==> src/rtl/td4_pkg.sv <==
// Shared types and sizes for the TD4 writable program store.
// The loader's optional checksum (TD4_LOADER_CHECKSUM_EN) needs nothing from this package.
package td4_pkg;

  localparam int TD4_WORD_W = 8;
  localparam int TD4_ADDR_W = 4;
  localparam int TD4_DEPTH  = 16;

  typedef enum logic [1:0] {
    HALT    = 2'd0,
    LOAD    = 2'd1,
    RELEASE = 2'd2,
    RUN     = 2'd3
  } td4_state_t;

endpackage

==> src/rtl/td4_prog_loader_if.sv <==
// Byte-stream write channel into the TD4 program loader.
// The source of the program image drives valid/data, and the loader answers with ready.
interface td4_prog_loader_if;
  import td4_pkg::*;

  logic                  wr_valid;
  logic [TD4_WORD_W-1:0] wr_data;
  logic                  wr_ready;

  modport master (output wr_valid, output wr_data, input wr_ready);
  modport slave  (input wr_valid, input wr_data, output wr_ready);

endinterface

==> src/rtl/td4_prog_mem.sv <==
// 16x8 instruction register file with one synchronous write port and a combinational read port.
// A synchronous clear zeroes every word, and a read of the word being written returns the old value.
module td4_prog_mem
  import td4_pkg::*;
(
  input  logic                  clock,
  input  logic                  clear,
  input  logic                  wr_en,
  input  logic [TD4_ADDR_W-1:0] wr_addr,
  input  logic [TD4_WORD_W-1:0] wr_data,
  input  logic [TD4_ADDR_W-1:0] rd_addr,
  output logic [TD4_WORD_W-1:0] rd_data
);

  logic [TD4_WORD_W-1:0] mem [TD4_DEPTH];

  always_ff @(posedge clock) begin
    if (clear) begin
      for (int i = 0; i < TD4_DEPTH; i++) mem[i] <= '0;
    end else if (wr_en) begin
      mem[wr_addr] <= wr_data;
    end
  end

  assign rd_data = mem[rd_addr];

endmodule

==> src/rtl/td4_prog_loader.sv <==
// Writable program store for the TD4 core: loads a 16-byte image, then releases the core's reset.
// Defining TD4_LOADER_CHECKSUM_EN adds a trailing checksum byte and a sticky err flag.
module td4_prog_loader
  import td4_pkg::*;
#(
  parameter int RUN_DELAY = 2
) (
  input  logic                  clock,
  input  logic                  reset,
  input  logic                  load_start,
  td4_prog_loader_if.slave      wr,
  input  logic [TD4_ADDR_W-1:0] addr,
  output logic [TD4_WORD_W-1:0] data,
  output logic                  core_reset,
  output logic                  busy,
  output logic                  done,
  output logic                  err
);

  td4_state_t            state, next_state;
  logic [TD4_ADDR_W-1:0] ptr;
  logic [3:0]            delay_cnt;
  logic                  accept;
  logic                  mem_we;

  assign accept     = (state == LOAD) && wr.wr_valid;
  assign wr.wr_ready = (state == LOAD);
  assign busy       = (state == LOAD) || (state == RELEASE);

`ifdef TD4_LOADER_CHECKSUM_EN
  logic                  cks_phase;
  logic [TD4_WORD_W-1:0] sum;
  logic [TD4_WORD_W-1:0] sum_next;
  logic                  cks_ok;
  logic                  err_q;

  assign sum_next = sum + wr.wr_data;
  assign cks_ok   = (sum_next == '0);
  assign mem_we   = accept && !cks_phase;
  assign err      = err_q;
`else
  assign mem_we   = accept;
  assign err      = 1'b0;
`endif

  always_ff @(posedge clock) begin
    if (!reset) state <= HALT;
    else        state <= next_state;
  end

  always_comb begin
    next_state = state;
    case (state)
      HALT:    if (load_start) next_state = LOAD;
`ifdef TD4_LOADER_CHECKSUM_EN
      LOAD:    if (accept && cks_phase) next_state = cks_ok ? RELEASE : HALT;
`else
      LOAD:    if (accept && ptr == 4'(TD4_DEPTH - 1)) next_state = RELEASE;
`endif
      RELEASE: if (delay_cnt == 4'd1) next_state = RUN;
      RUN:     if (load_start) next_state = LOAD;
      default: next_state = HALT;
    endcase
  end

  // core_reset and done follow next_state so they switch on the same edge as the state does.
  always_ff @(posedge clock) begin
    if (!reset) begin
      ptr        <= '0;
      delay_cnt  <= '0;
      core_reset <= 1'b0;
      done       <= 1'b0;
`ifdef TD4_LOADER_CHECKSUM_EN
      cks_phase  <= 1'b0;
      sum        <= '0;
      err_q      <= 1'b0;
`endif
    end else begin
      core_reset <= (next_state == RUN);
      done       <= (next_state == RUN) && (state != RUN);

      if (next_state == LOAD && state != LOAD) begin
        ptr       <= '0;
`ifdef TD4_LOADER_CHECKSUM_EN
        cks_phase <= 1'b0;
        sum       <= '0;
        err_q     <= 1'b0;
`endif
      end else if (accept) begin
`ifdef TD4_LOADER_CHECKSUM_EN
        if (cks_phase) begin
          cks_phase <= 1'b0;
          if (!cks_ok) err_q <= 1'b1;
        end else begin
          ptr <= ptr + 4'd1;
          sum <= sum_next;
          if (ptr == 4'(TD4_DEPTH - 1)) cks_phase <= 1'b1;
        end
`else
        ptr <= ptr + 4'd1;
`endif
      end

      if (next_state == RELEASE && state != RELEASE) delay_cnt <= 4'(RUN_DELAY);
      else if (state == RELEASE)                      delay_cnt <= delay_cnt - 4'd1;
    end
  end

  td4_prog_mem u_mem (
    .clock   (clock),
    .clear   (!reset),
    .wr_en   (mem_we),
    .wr_addr (ptr),
    .wr_data (wr.wr_data),
    .rd_addr (addr),
    .rd_data (data)
  );

endmodule

==> src/flat_wrapper.sv <==
// flat-port wrapper written by rule: the top's interface ports become plain ports
module td4_prog_loader_flat import td4_pkg::*;
#(
  parameter int RUN_DELAY = 2
)
  (clock, reset, load_start, addr, data, core_reset, busy, done, err, wr_wr_valid, wr_wr_data, wr_wr_ready);
  td4_prog_loader_if wr_i ();
  input  logic clock;
  input  logic reset;
  input  logic load_start;
  input  logic [TD4_ADDR_W-1:0] addr;
  output logic [TD4_WORD_W-1:0] data;
  output logic core_reset;
  output logic busy;
  output logic done;
  output logic err;
  input wire logic [$bits(wr_i.wr_valid)-1:0] wr_wr_valid;
  input wire logic [$bits(wr_i.wr_data)-1:0] wr_wr_data;
  output wire logic [$bits(wr_i.wr_ready)-1:0] wr_wr_ready;
  assign wr_i.wr_valid = wr_wr_valid;
  assign wr_i.wr_data = wr_wr_data;
  assign wr_wr_ready = wr_i.wr_ready;
  td4_prog_loader #(.RUN_DELAY(RUN_DELAY)) u_core (.clock(clock), .reset(reset), .load_start(load_start), .wr(wr_i), .addr(addr), .data(data), .core_reset(core_reset), .busy(busy), .done(done), .err(err));
endmodule
==> config.mk <==
export PLATFORM = sky130hd
export DESIGN_NAME = td4_prog_loader_flat
export DESIGN_NICKNAME = d
export VERILOG_FILES = /design/src/rtl/td4_pkg.sv /design/src/rtl/td4_prog_loader_if.sv /design/src/rtl/td4_prog_mem.sv /design/src/rtl/td4_prog_loader.sv /design/src/flat_wrapper.sv
export SDC_FILE = /design/constraint.sdc
export NUM_CORES = 1
export LEC_CHECK = 0
export ABC_AREA = 0
export BUFFER_PORTS_ARGS = -buffer_cell sky130_fd_sc_hd__buf_4
export CAP_MARGIN = 30
export CELL_PAD_IN_SITES_DETAIL_PLACEMENT = 0
export CELL_PAD_IN_SITES_GLOBAL_PLACEMENT = 1
export CORE_ASPECT_RATIO = 0.6
export CORE_MARGIN = 8
export CORE_UTILIZATION = 55
export CTS_BUF_LIST = sky130_fd_sc_hd__clkbuf_2
export CTS_CLUSTER_DIAMETER = 40
export DETAILED_ROUTE_END_ITERATION = 8
export GPL_TIMING_DRIVEN = 0
export HOLD_SLACK_MARGIN = 0.12
export MAX_ROUTING_LAYER = met4
export PLACE_DENSITY_LB_ADDON = 0.1
export SLEW_MARGIN = 40
export SYNTH_ARGS = -nofsm -noshare
export SYNTH_HDL_FRONTEND = slang
export SYNTH_SLANG_ARGS = --single-unit
==> constraint.sdc <==
create_clock -name clock -period 3.9 [get_ports clock]
set_clock_uncertainty 0.05 [all_clocks]
set_input_delay 0.585 -clock clock [delete_from_list [all_inputs] [get_ports clock]]
set_output_delay 0.585 -clock clock [all_outputs]
set_load 0.1 [all_outputs]
==> results_dict.tcl <==
set metrics [dict create \
    run_status "complete, no violations" \
    postCtsSetupRepairBufs 0 \
    final_util_pct 62.6 \
    power.leakage_nw 2.84 \
    tns_ps 0 \
    fin_area_sq_um 7470 \
    cts_tree "yes" \
    die_h_um 101 \
    holdCritPathClass "primary input to flip-flop" \
    drive_gt1_share_pct 21.2 \
    fmax_ghz 0.340 \
    fin_crit_ps 2940 \
    crit_family "multiplexers" \
    maxSlewHeadroom_pct 50.4 \
    first_pass_iters 4 \
    start_kind "flip-flop" \
    crit_buf_inv 1 \
    grt_max_degree 17 \
    vias_per_cell 5.78 \
    syn_area_sq_um 6690 \
    yosys.area.top_type "edfxtp_1" \
    max-clock-path-buffers 2 \
    fp.dieW_um 158 \
    min_from "wr_wr_data[0]" \
    synth_cell_types 41 \
    start_util_pct 56.0 \
    max_stage_delay_ps 640 \
    first_iter_violations 335 \
    synth_top_area_share_pct 57.5 \
    dieArea_sq_um 16100 \
    port_buffers 26 \
    rows 31 \
    rsz0062_at_grt "false" \
    drc_errors 0 \
    ys_warn_count 0 \
    dp_hpwl_um 10700 \
    crit_required_ps 3260 \
    h-tree-depth 4 \
    vias 3981 \
    synth_fp_nets 484 \
    grt_pass1_wl_um 23300 \
    arrival_ps 2310 \
    ir_worst_vdd_uv 336 \
    cp_slowest_cell "mux4_1" \
    holdPathEnd "u_core.u_mem.mem[12][0]" \
    gp_congestion 0.827 \
    syn-mean-instance-area_sq_um 14.6 \
    hold_viol_final 0 \
    ys_top_cells_by_area "edfxtp_1 57%, and2_1 12%, mux4_2 6.4%" \
    reg2regPathDepth 6 \
    r2r-start "u_core.state[0]" \
    wirelength_um 15300 \
    core_area_sq_um 11900 \
    ys_seq_area_share_pct 61.1 \
    layout_commonest_cell "and2_1" \
    yosys_register_bits 140 \
    clk_latency_ps 700 \
    maxSlewViolCount 0 \
    antenna_found_initial 1 \
    overflow 0 \
    grt_pass1_vias 4026 \
    crit_type "flip-flop to output pin" \
    cts_sinks 140 \
    syn_inst 458 \
    r2r-end "u_core.u_mem.mem[0][1]" \
    worstPathCellList "mux4_1 > a22oi_1 > nand2_1 > buf_4" \
    crit_fanout 1 \
    place_area_sq_um 7100 \
    antenna_left 0 \
    final_cell_mix "131 x and2_1, 128 x edfxtp_1, 30 x buf_4" \
    setup_viol 0 \
    worst_pin_slew_ps 744 \
    cts_buffers 17 \
    rrSetupSlack_ps 980 \
    powerDensity_nw_per_um2 403 \
    fin_nets 536 \
    fin_crit_sh_pct 75.5 \
    maxCapViolCount 0 \
    io_pins 29 \
    routedWlPerCell_um 22.1 \
    cp-end-kind "output pin" \
    cts.clk_slew.worst_paths_ps 230 \
    grtUsageTotal_pct 20.9 \
    whs_path_depth 2 \
    root_buffer "clkbuf_2" \
    area_growth_pct 11.8 \
]
-- cell type report --
class / count / area, sq um
flip-flops and latches: 140 / 4080
inverters: 8 / 30.0
multi-input cells: 284 / 2470
diodes: 1 / 2.50
clock buffers: 17 / 85.1
repair buffers: 33 / 265
well taps: 165 / 206
clock inverters: 15 / 188
fillers: 948 / 4470
plain buffers: 26 / 139
-- what timing repair did --
| item | in CTS | in global routing |
|---|---|---|
| hold buffers | 3 | 4 |
| endpoints found under the hold margin | 9 | 12 |
| gates resized for setup | 0 | 0 |
-- cells in the mapped netlist, drive strengths merged --
cell type and count:
buf 15, o311a 4, a22oi 16, ha 10, clkbuf 11, nand2 16, nand3 7, a221oi 1
nand4 2, and2 131, a31o 2, nor2b 6, o21a 1, nand2b 7, edfxtp 128, dfxtp 12
nor4b 1, inv 8, nand3b 1, o211ai 1, o21ai 12, and3 1, nor3b 2, mux4 32
xnor2 3, conb 1, and3b 1, nor4bb 1, a311oi 1, nor2 14, nor3 5, a31oi 2
xor2 3
-- worst max path at each step --
stage,start,end,slack (ps),depth (start not counted)
finish,u_core.u_mem.mem[12][7],data[7],960,4
global route,u_core.state[0],u_core.u_mem.mem[0][1],760,6
CTS,u_core.u_mem.mem[13][5],data[5],940,4
detailed placement,addr[1],data[4],970,6
global placement,u_core.state[0],u_core.u_mem.mem[5][6],920,5
floorplan,u_core.state[0],u_core.u_mem.mem[10][0],930,5
-- layer usage --
metal	up-vias	share of wire, %	GRT usage [%]
met5	-	0	-
met4	0	0.85	5.12
met3	14	8.2	6.56
met2	142	43	29.3
met1	2010	48	29.1
li1	1815	-	-
-- stage by stage --
stage	setup slack, ps	cells	total power [mW]	hold WS [ps]
floorplan	930	458	1.96	465
global placement	919	649	2.07	480
detailed placement	973	649	2.08	486
CTS	942	684	3.01	121
global route	764	689	3.10	132
finish	956	689	3.01	168
-- report_power, final --
part	internal, mW	switching [mW]	total (mW)
clock network	0.371	0.593	0.963
logic	0.108	0.244	0.351
registers	1.68	0.0162	1.70
-- kinds of logic (layout without fill, tap and decap cells) --
family / Yosys count / after routing / synth area share [%]
compound gates: 40 / 40 / 4.42
xor+xnor: 6 / 6 / 0.786
fa+ha+maj: 10 / 10 / 1.87
buf+inv: 34 / 99 / 2.53
flops: 140 / 140 / 61.1
mux: 32 / 32 / 11.5
other cells: 1 / 2 / 0.0561
simple gates: 195 / 195 / 17.8
-- flip-flops by register name (all words and copies together), names as in the netlist --
signal             cells
u_core.done            1
u_core.core_reset      1
u_core.state           2
u_core.delay_cnt       4
u_core.u_mem.mem     128
u_core.ptr             4
Note: power is estimated with default switching activity, not from simulation.
